`config.mk`:
```
export PLATFORM = sky130hd
export DESIGN_NAME = fx_mul_stream
export DESIGN_NICKNAME = d
export VERILOG_FILES = /design/src/rtl/fpga_cfg_pkg.sv /design/src/rtl/fx_round_sat.sv /design/src/rtl/fx_mul_stream.sv
export SDC_FILE = /design/constraint.sdc
export NUM_CORES = 2
export LEC_CHECK = 0
export CORE_MARGIN = 8
export CORE_UTILIZATION = 60
export CTS_BUF_LIST = sky130_fd_sc_hd__clkbuf_4
export CTS_CLUSTER_DIAMETER = 60
export DETAILED_ROUTE_END_ITERATION = 8
export HOLD_SLACK_MARGIN = 0.12
export PLACE_DENSITY = 0.78
export SYNTH_ARGS = -nofsm -noshare
export SYNTH_HDL_FRONTEND = slang
export SYNTH_SLANG_ARGS = --single-unit
```
`constraint.sdc`:
```
create_clock -name clk -period 2.8 [get_ports clk]
set_input_delay 0.28 -clock clk [delete_from_list [all_inputs] [get_ports clk]]
set_output_delay 0.28 -clock clk [all_outputs]
set_load 0.02 [all_outputs]
```
`src/rtl/fpga_cfg_pkg.sv`:
```
`default_nettype none
// ============================================================================
//  Module   : fpga_cfg_pkg
//  Purpose  : Shared configuration for the fixed-point arithmetic blocks:
//             default number format, default multiplier latency and the
//             rounding-mode enumeration.
//  Revision : 1.0  initial release
// ============================================================================
package fpga_cfg_pkg;

  // Rounding applied when the 2*WIDTH product is scaled back to WIDTH bits.
  typedef enum logic [1:0] {
    RND_TRUNC      = 2'd0,  // floor (arithmetic shift right)
    RND_HALF_UP    = 2'd1,  // round half toward +infinity
    RND_CONVERGENT = 2'd2   // round half to even
  } round_mode_e;

  localparam int FP_WIDTH              = 32;
  localparam int FP_QFRAC              = 16;
  localparam int FP_MUL_ALWAYS_LATENCY = 3;

endpackage
`default_nettype wire

```
`src/rtl/fx_round_sat.sv`:
```
`default_nettype none
// ============================================================================
//  Module   : fx_round_sat
//  Purpose  : Combinational scaling of a 2*WIDTH signed product back to a
//             WIDTH-bit fixed-point value: drop QFRAC fraction bits with the
//             selected rounding, then saturate or wrap on overflow.
//  Ports    : p     - full-precision signed product
//             value - rounded (and optionally clamped) result
//             ovf   - rounded value did not fit in WIDTH signed bits
//  Revision : 1.0  initial release
// ============================================================================
module fx_round_sat
  import fpga_cfg_pkg::*;
#(
  parameter int          WIDTH      = FP_WIDTH,
  parameter int          QFRAC      = FP_QFRAC,
  parameter round_mode_e ROUND_MODE = RND_TRUNC,
  parameter bit          SATURATE   = 1'b1
) (
  input  logic signed [2*WIDTH-1:0] p,
  output logic signed [WIDTH-1:0]   value,
  output logic                      ovf
);

  // One guard bit above the product so the round-up increment never wraps.
  localparam int EW = 2*WIDTH + 1;

  localparam logic [QFRAC-1:0]        HALF  = QFRAC'(1) << (QFRAC-1);
  localparam logic signed [WIDTH-1:0] MAX_V = {1'b0, {(WIDTH-1){1'b1}}};
  localparam logic signed [WIDTH-1:0] MIN_V = {1'b1, {(WIDTH-1){1'b0}}};

  logic signed [EW-1:0]  p_ext;
  logic signed [EW-1:0]  trunc_v;
  logic signed [EW-1:0]  rounded;
  logic [QFRAC-1:0]      frac;
  logic                  round_up;
  logic [EW-WIDTH:0]     upper;

  assign p_ext   = {p[2*WIDTH-1], p};
  assign trunc_v = p_ext >>> QFRAC;
  assign frac    = p[QFRAC-1:0];

  // Every mode starts from floor(); the only question is whether to add one.
  always_comb begin
    round_up = 1'b0;
    case (ROUND_MODE)
      RND_HALF_UP:    round_up = frac[QFRAC-1];
      // Exact half: bump only if the floor is odd, landing on the even value.
      RND_CONVERGENT: round_up = (frac == HALF) ? trunc_v[0] : frac[QFRAC-1];
      default:        round_up = 1'b0;
    endcase
  end

  assign rounded = trunc_v + {{(EW-1){1'b0}}, round_up};

  // Fits in WIDTH signed bits iff everything from bit WIDTH-1 up is a copy
  // of the sign.
  assign upper = rounded[EW-1:WIDTH-1];
  assign ovf   = ~((&upper) | ~(|upper));

  always_comb begin
    value = rounded[WIDTH-1:0];
    if (SATURATE && ovf) begin
      value = rounded[EW-1] ? MIN_V : MAX_V;
    end
  end

endmodule
`default_nettype wire

```
`src/rtl/fx_mul_stream.sv`:
```
`default_nettype none
// ============================================================================
//  Module   : fx_mul_stream
//  Purpose  : Streaming signed fixed-point multiplier with valid/ready
//             handshakes on both sides, LATENCY register stages, rounding
//             and saturation ahead of the output register, and a sticky
//             overflow flag.
//  Ports    : clk, rst_n            - clock, async active-low reset
//             in_valid/in_ready     - input handshake, operands a, b
//             out_valid/out_ready   - output handshake, result, ovf
//             ovf_sticky/clr_sticky - latched overflow and its clear
//  Revision : 1.0  initial release
// ============================================================================
module fx_mul_stream
  import fpga_cfg_pkg::*;
#(
  parameter int          WIDTH      = FP_WIDTH,
  parameter int          QFRAC      = FP_QFRAC,
  parameter int          LATENCY    = FP_MUL_ALWAYS_LATENCY,
  parameter round_mode_e ROUND_MODE = RND_TRUNC,
  parameter bit          SATURATE   = 1'b1
) (
  input  logic                    clk,
  input  logic                    rst_n,
  input  logic                    in_valid,
  output logic                    in_ready,
  input  logic signed [WIDTH-1:0] a,
  input  logic signed [WIDTH-1:0] b,
  output logic                    out_valid,
  input  logic                    out_ready,
  output logic signed [WIDTH-1:0] result,
  output logic                    ovf,
  output logic                    ovf_sticky,
  input  logic                    clr_sticky
);

  logic                     stall;
  logic signed [2*WIDTH-1:0] prod;
  logic signed [2*WIDTH-1:0] rs_p;
  logic                     rs_valid;
  logic signed [WIDTH-1:0]  rs_value;
  logic                     rs_ovf;

  // The whole pipeline moves as one unit: a held output freezes every stage,
  // so the input may only be taken when nothing is stalled.
  assign stall    = out_valid & ~out_ready;
  assign in_ready = ~stall;

  assign prod = $signed({{WIDTH{a[WIDTH-1]}}, a}) * $signed({{WIDTH{b[WIDTH-1]}}, b});

  // Stages 1..LATENCY-1 carry the raw product; the last stage holds the
  // already rounded result so the output comes straight from a flop.
  if (LATENCY == 1) begin : g_single
    assign rs_p     = prod;
    assign rs_valid = in_valid;
  end else begin : g_multi
    logic signed [2*WIDTH-1:0] p_q [1:LATENCY-1];
    logic                      v_q [1:LATENCY-1];

    always_ff @(posedge clk or negedge rst_n) begin
      if (!rst_n) begin
        for (int i = 1; i < LATENCY; i++) begin
          p_q[i] <= '0;
          v_q[i] <= 1'b0;
        end
      end else if (!stall) begin
        p_q[1] <= prod;
        v_q[1] <= in_valid;
        for (int i = 2; i < LATENCY; i++) begin
          p_q[i] <= p_q[i-1];
          v_q[i] <= v_q[i-1];
        end
      end
    end

    assign rs_p     = p_q[LATENCY-1];
    assign rs_valid = v_q[LATENCY-1];
  end

  fx_round_sat #(
    .WIDTH      (WIDTH),
    .QFRAC      (QFRAC),
    .ROUND_MODE (ROUND_MODE),
    .SATURATE   (SATURATE)
  ) u_round_sat (
    .p     (rs_p),
    .value (rs_value),
    .ovf   (rs_ovf)
  );

  always_ff @(posedge clk or negedge rst_n) begin
    if (!rst_n) begin
      out_valid <= 1'b0;
      result    <= '0;
      ovf       <= 1'b0;
    end else if (!stall) begin
      out_valid <= rs_valid;
      result    <= rs_value;
      ovf       <= rs_valid & rs_ovf;
    end
  end

  // Set has priority over clear so an overflow leaving on the clearing edge
  // is not lost.
  always_ff @(posedge clk or negedge rst_n) begin
    if (!rst_n) begin
      ovf_sticky <= 1'b0;
    end else if (out_valid && out_ready && ovf) begin
      ovf_sticky <= 1'b1;
    end else if (clr_sticky) begin
      ovf_sticky <= 1'b0;
    end
  end

endmodule
`default_nettype wire

```
## Word-level counts from Yosys, hierarchy flattened

Index checks and enable logic that the tools add are counted.

- Add/subtract/negate cells: 0
- Multiply operators: 1
- Div/mod/pow operators: 0
- Order comparisons: 0
- Equal/unequal tests: 0
- Shift-type cells: 0
- Mux-type cells: 4
- Bitwise operators: 7
- Reduce and logical (&&, ||, !) cells: 5

Operators with widths:

| operator | number |
|---|---|
| multiplier 32 x 32 -> 64 bit | 1 |
| two-way mux 32 bit | 2 |
| AND reduction 17 bit | 1 |
| OR reduction 17 bit | 1 |
| inverter 1 bit | 4 |
| AND 1 bit | 2 |
| logical AND 1 bit | 2 |
| two-way mux 1 bit | 2 |
| nonzero test 2 bit | 1 |
| OR 1 bit | 1 |

- Register bits: 165
- Bits in latches: 0
- Bits in writable memories: 0
- Memory bits (read-only): 0
- Bits of input ports: 69
- Word-level logic and storage cells: 25
- Memories: 0

## Depth between registers and ports, before layout

- Word-level depth: 5
- Depth in mapped cells: 30
- Depth with buffers taken out: 28

## Cells and area by module

Synthesis repeated with hierarchy kept, for this count alone.

- Cells, all modules: 4558
- Area total of the unflattened synthesis: 42578.3 um^2

By module, submodules not included:

| module | instances | cells an instance | area an instance (um^2) |
|---|---|---|---|
| fx_mul_stream | 1 | 4507 | 42155.4 |
| fx_round_sat | 1 | 51 | 422.9 |

## Worst setup path after synthesis

No wires, ideal clock.

- Path kind: input to register
- Start point: input port a[31]
- End point: register g_multi.p_q[121] in the netlist's numbering
- Setup time: 0.122 ns
- Arrival time: 7.643 ns
- Setup slack: -4.965 ns
- Cell stages on the path: 27
- Path through: clkbuf_1 nand2_1 inv_1 fa_1 inv_1 fa_1 inv_1 fa_1 fa_1 inv_1 fa_1 inv_1 fa_1 fa_1 inv_1 fa_1 inv_1 ha_1 a21o_1 a21o_1 a21o_1 or3_1 a21oi_2 nor3_2 a2111oi_2 a31oi_1 a32o_1

- Longest elaborated chain between the ends: 1

RTL lines:

| what | line | text |
|---|---|---|
| start: declaration | fx_mul_stream.sv:27 | `input logic signed [WIDTH-1:0] a,` |
| multiplier 32 x 32 -> 64 bit | fx_mul_stream.sv:49 | `assign prod = $signed({{WIDTH{a[WIDTH-1]}}, a}) * $signed({{WIDTH{b[WIDTH-1]}}, b});` |
| end signal: indexed assignment | fx_mul_stream.sv:70 | `p_q[i] <= p_q[i-1];` |
| end: declaration | fx_mul_stream.sv:57 | `logic signed [2*WIDTH-1:0] p_q [1:LATENCY-1];` |

No other way between the ends.
A chain may end at the register's enable or synchronous reset.

## Final worst setup path

- Start point: input port b[13]
- End point: register g_multi.p_q[125] in the netlist's numbering

- Longest elaborated chain between the ends: 1

RTL lines:

| what | line | text |
|---|---|---|
| start: declaration | fx_mul_stream.sv:28 | `input logic signed [WIDTH-1:0] b,` |
| multiplier 32 x 32 -> 64 bit | fx_mul_stream.sv:49 |  |

No other way between the ends.

==> results.py <==
metrics = {
    "synth": {
        "synth_cell_types": 64,
        "synth_top_area_share_pct": 52.99,
        "syn-num-nets": 5683,
        "synthTopCellsByArea": "fa_1 (53%), inv_1 (9.0%), dfrtp_1 (8.1%)",
        "ys_async_sr_fraction_pct": 100.0,
        "synthesis.area_um2": 40840,
        "ys.flop_type": "dfrtp_1",
        "yosysTopAreaCell": "fa_1",
        "syn-instance-count": 4353,
        "syn_avg_cell_area_um2": 9.382,
        "synth-edff-count": 0,
        "synth_seq_cells": 133,
        "yosysWarningCount": 0,
        "ys_seq_area_share_pct": 8.150,
    },
    "die": {
        "coreArea_um2": 67280,
        "die-height_um": 276.9,
        "rows": 95,
        "initial_utilization_pct": 60.70,
        "die_x_um": 276.9,
        "die-area_um2": 76670,
        "num_io_pins": 105,
    },
    "cts": {
        "cts-root-buf": "clkbuf_4",
        "clk_latency_ns": 0.52,
        "tritoncts.num_buffers": 17,
        "h-tree-depth": 4,
        "cts_buffer_depth": 2,
        "clk_pin_slew_worst_paths_ns": 0.11,
        "clkSinkCount": 133,
        "cts_tree": "done",
    },
    "worst_hold_path": {
        "hold_path_end": "g_multi.v_q[1]",
        "worstHoldStart": "in_valid",
        "hold_class": "in2reg",
        "whs_path_depth": 3,
    },
    "route": {
        "viasPerCell": 6.014,
        "drtAntennaViolNets": 0,
        "num_vias": 34882,
        "finalWirelength_um": 144200,
        "wire_per_inst_um": 24.86,
        "drc": 2,
        "first_pass_iters": 9,
        "initialDrtViolationCount": 3411,
    },
    "setup_path": {
        "r2r_end": "result[12]",
        "worst-setup-path-type": "in2reg",
        "reg2reg_setup_slack_ns": 0.68,
        "reg2reg_from": "rs_p[50]",
        "cp.required_ns": 3.18,
        "r2r_cells": 7,
        "arrival_ns": 8.11,
        "setup.worst_path.start_class": "input pin",
        "path_max_fanout": 12,
        "end_kind": "flop",
    },
    "timing": {
        "maxSlewViolCount": 0,
        "skew_ns": 0.02225,
        "fmax_mhz": 129.3,
        "setup_viol": 48,
        "hold_viol": 0,
        "period_share_pct": 276.2,
        "fin_crit_ns": 7.733,
        "relSlewSlack_pct": 22.66,
        "rsz0062_at_grt": "yes",
        "fin_ws_ns": -4.933,
        "worst_slew_pin_slew_ns": 1.159,
    },
    "global_route": {
        "grt_pass1_vias": 38009,
        "overflow": 0,
        "antenna_found_initial": 11,
        "grt_max_degree": 141,
        "grt_pass1_wl_um": 204700,
        "grt_usage_pct": 34.23,
    },
    "status": {
        "violations": "DRC, setup timing",
        "status": "complete, but fails checks",
    },
    "final_layout": {
        "seq_area_um2": 3328,
        "syn2layout_area_growth_pct": 26.41,
        "final_nets": 6233,
        "drive_gt1_share_pct": 24.41,
        "fill_cells": 3783,
        "multi_input_area_um2": 34820,
        "final_common_cell": "fa_1",
        "final_cell_mix": "fa_1 (978), inv_1 (913), nand2_1 (687)",
    },
    "run": {
        "maxCapViolCount": 0,
    },
    "placed_design": {
        "port_buffers": 104,
        "hpwl_um": 88650,
        "place_ws_ns": -5.165,
        "place.gp.congestion": 0.9388,
    },
}
## kinds of logic after synthesis
group	count (synthesis)	synth area share, %
AOI/OAI and AO/OA	278	4.014
xor gates and xnor gates	61	1.308
adders and majority gates	1261	58.50
buffers and inverters	1219	11.48
DFF	133	8.150
muxes	1	0.02451
and+or+nand+nor	1400	16.52
## critical path, stage by stage
cell and delay, ns:
buf_2 0.20, bufbuf_16 0.34, and2_1 0.53, fa_1 0.65
fa_1 0.58, inv_1 0.09, fa_1 0.46, fa_1 0.55
inv_1 0.06, fa_2 0.40, fa_1 0.51, fa_2 0.59
inv_2 0.05, fa_1 0.53, inv_2 0.06, ha_4 0.27
a21o_1 0.11, a21o_1 0.18, o21ai_2 0.08, a21oi_2 0.20
and4_4 0.26, o21a_4 0.16, o21ai_4 0.07, buf_6 0.14
a211oi_4 0.33, a31oi_4 0.12, xor2_1 0.18, a21oi_1 0.10
## per-layer routing
metal	part of all wire [%]	track usage (%)
met3	12	9.535
met1	30	37.95
met4	10	22.24
met2	47	57.67
met5	0.085	1.088
## timing repair
| action | CTS | global route |
|---|---|---|
| resized for setup | 536 | 315 |
| endpoints found under the setup margin | 48 | 48 |
| endpoints found under the hold margin | 78 | 0 |
| buffers inserted | 127 | 68 |
| cloned | 31 | 3 |
| pin swaps | 300 | 268 |
| hold buffers | 1 | 0 |
## how the worst max path moves through the flow
stage	startpoint	cells after the start	endpoint	slack, ns
4_1_cts	a[5]	29	g_multi.p_q[126]	-4.13
3_3_place_gp	b[11]	27	g_multi.p_q[126]	-4.98
2_1_floorplan	a[31]	24	g_multi.p_q[121]	-4.56
3_5_place_dp	a[31]	28	g_multi.p_q[127]	-5.16
6_report	b[13]	28	g_multi.p_q[125]	-4.93
5_1_grt	b[13]	28	g_multi.p_q[125]	-4.92
## cells in the mapped netlist, drive strengths merged, types with 3 or more instances
cell type	instances
fa	1081
nand3	13
inv	983
nor2b	7
and2	512
a21oi	117
xor2	20
or3	3
o21bai	5
dfrtp	133
nand2	718
xnor2	41
ha	180
a211oi	6
o21a	3
buf	6
a31oi	8
o31ai	3
nand4	15
o21ai	85
clkbuf	226
nor2	90
a21o	32
nand2b	12
and3	8
a221oi	3
and4	6
nor4	5
nor3	5
## final cells by class
class | instances | share of cell area, %
Multi-Input combinational cell | 3001 | 67.45
Timing Repair Buffer | 767 | 16.14
Inverter | 983 | 7.172
Sequential cell | 133 | 6.447
Tap cell | 873 | 2.116
Clock inverter | 13 | 0.3514
Clock buffer | 19 | 0.2763
Antenna cell | 11 | 0.05332
## metrics by stage
step	TNS (ns)	instance area, µm²	utilization [%]	hold WS (ns)	instances
after global placement	-222.33	46790	69.55	0.3651	5541
after detailed placement	-226.75	46790	69.55	0.3661	5541
after CTS	-181.81	50200	74.62	0.2599	5729
after floorplan	-172.53	41650	-	-0.01559	4353
after global routing	-208.55	51600	76.70	0.2582	5790
final	-208.12	51620	76.73	0.2987	5800
## flip-flops by register name (all words and copies together) (netlist names)
signal,cells
result,32
g_multi.v_q,1
ovf_sticky,1
rs_valid,1
ovf,1
rs_p,48
out_valid,1
g_multi.p_q,48
Power is not shown: default switching activity piles up to over one toggle a cycle in this logic, so the estimate is an artifact.
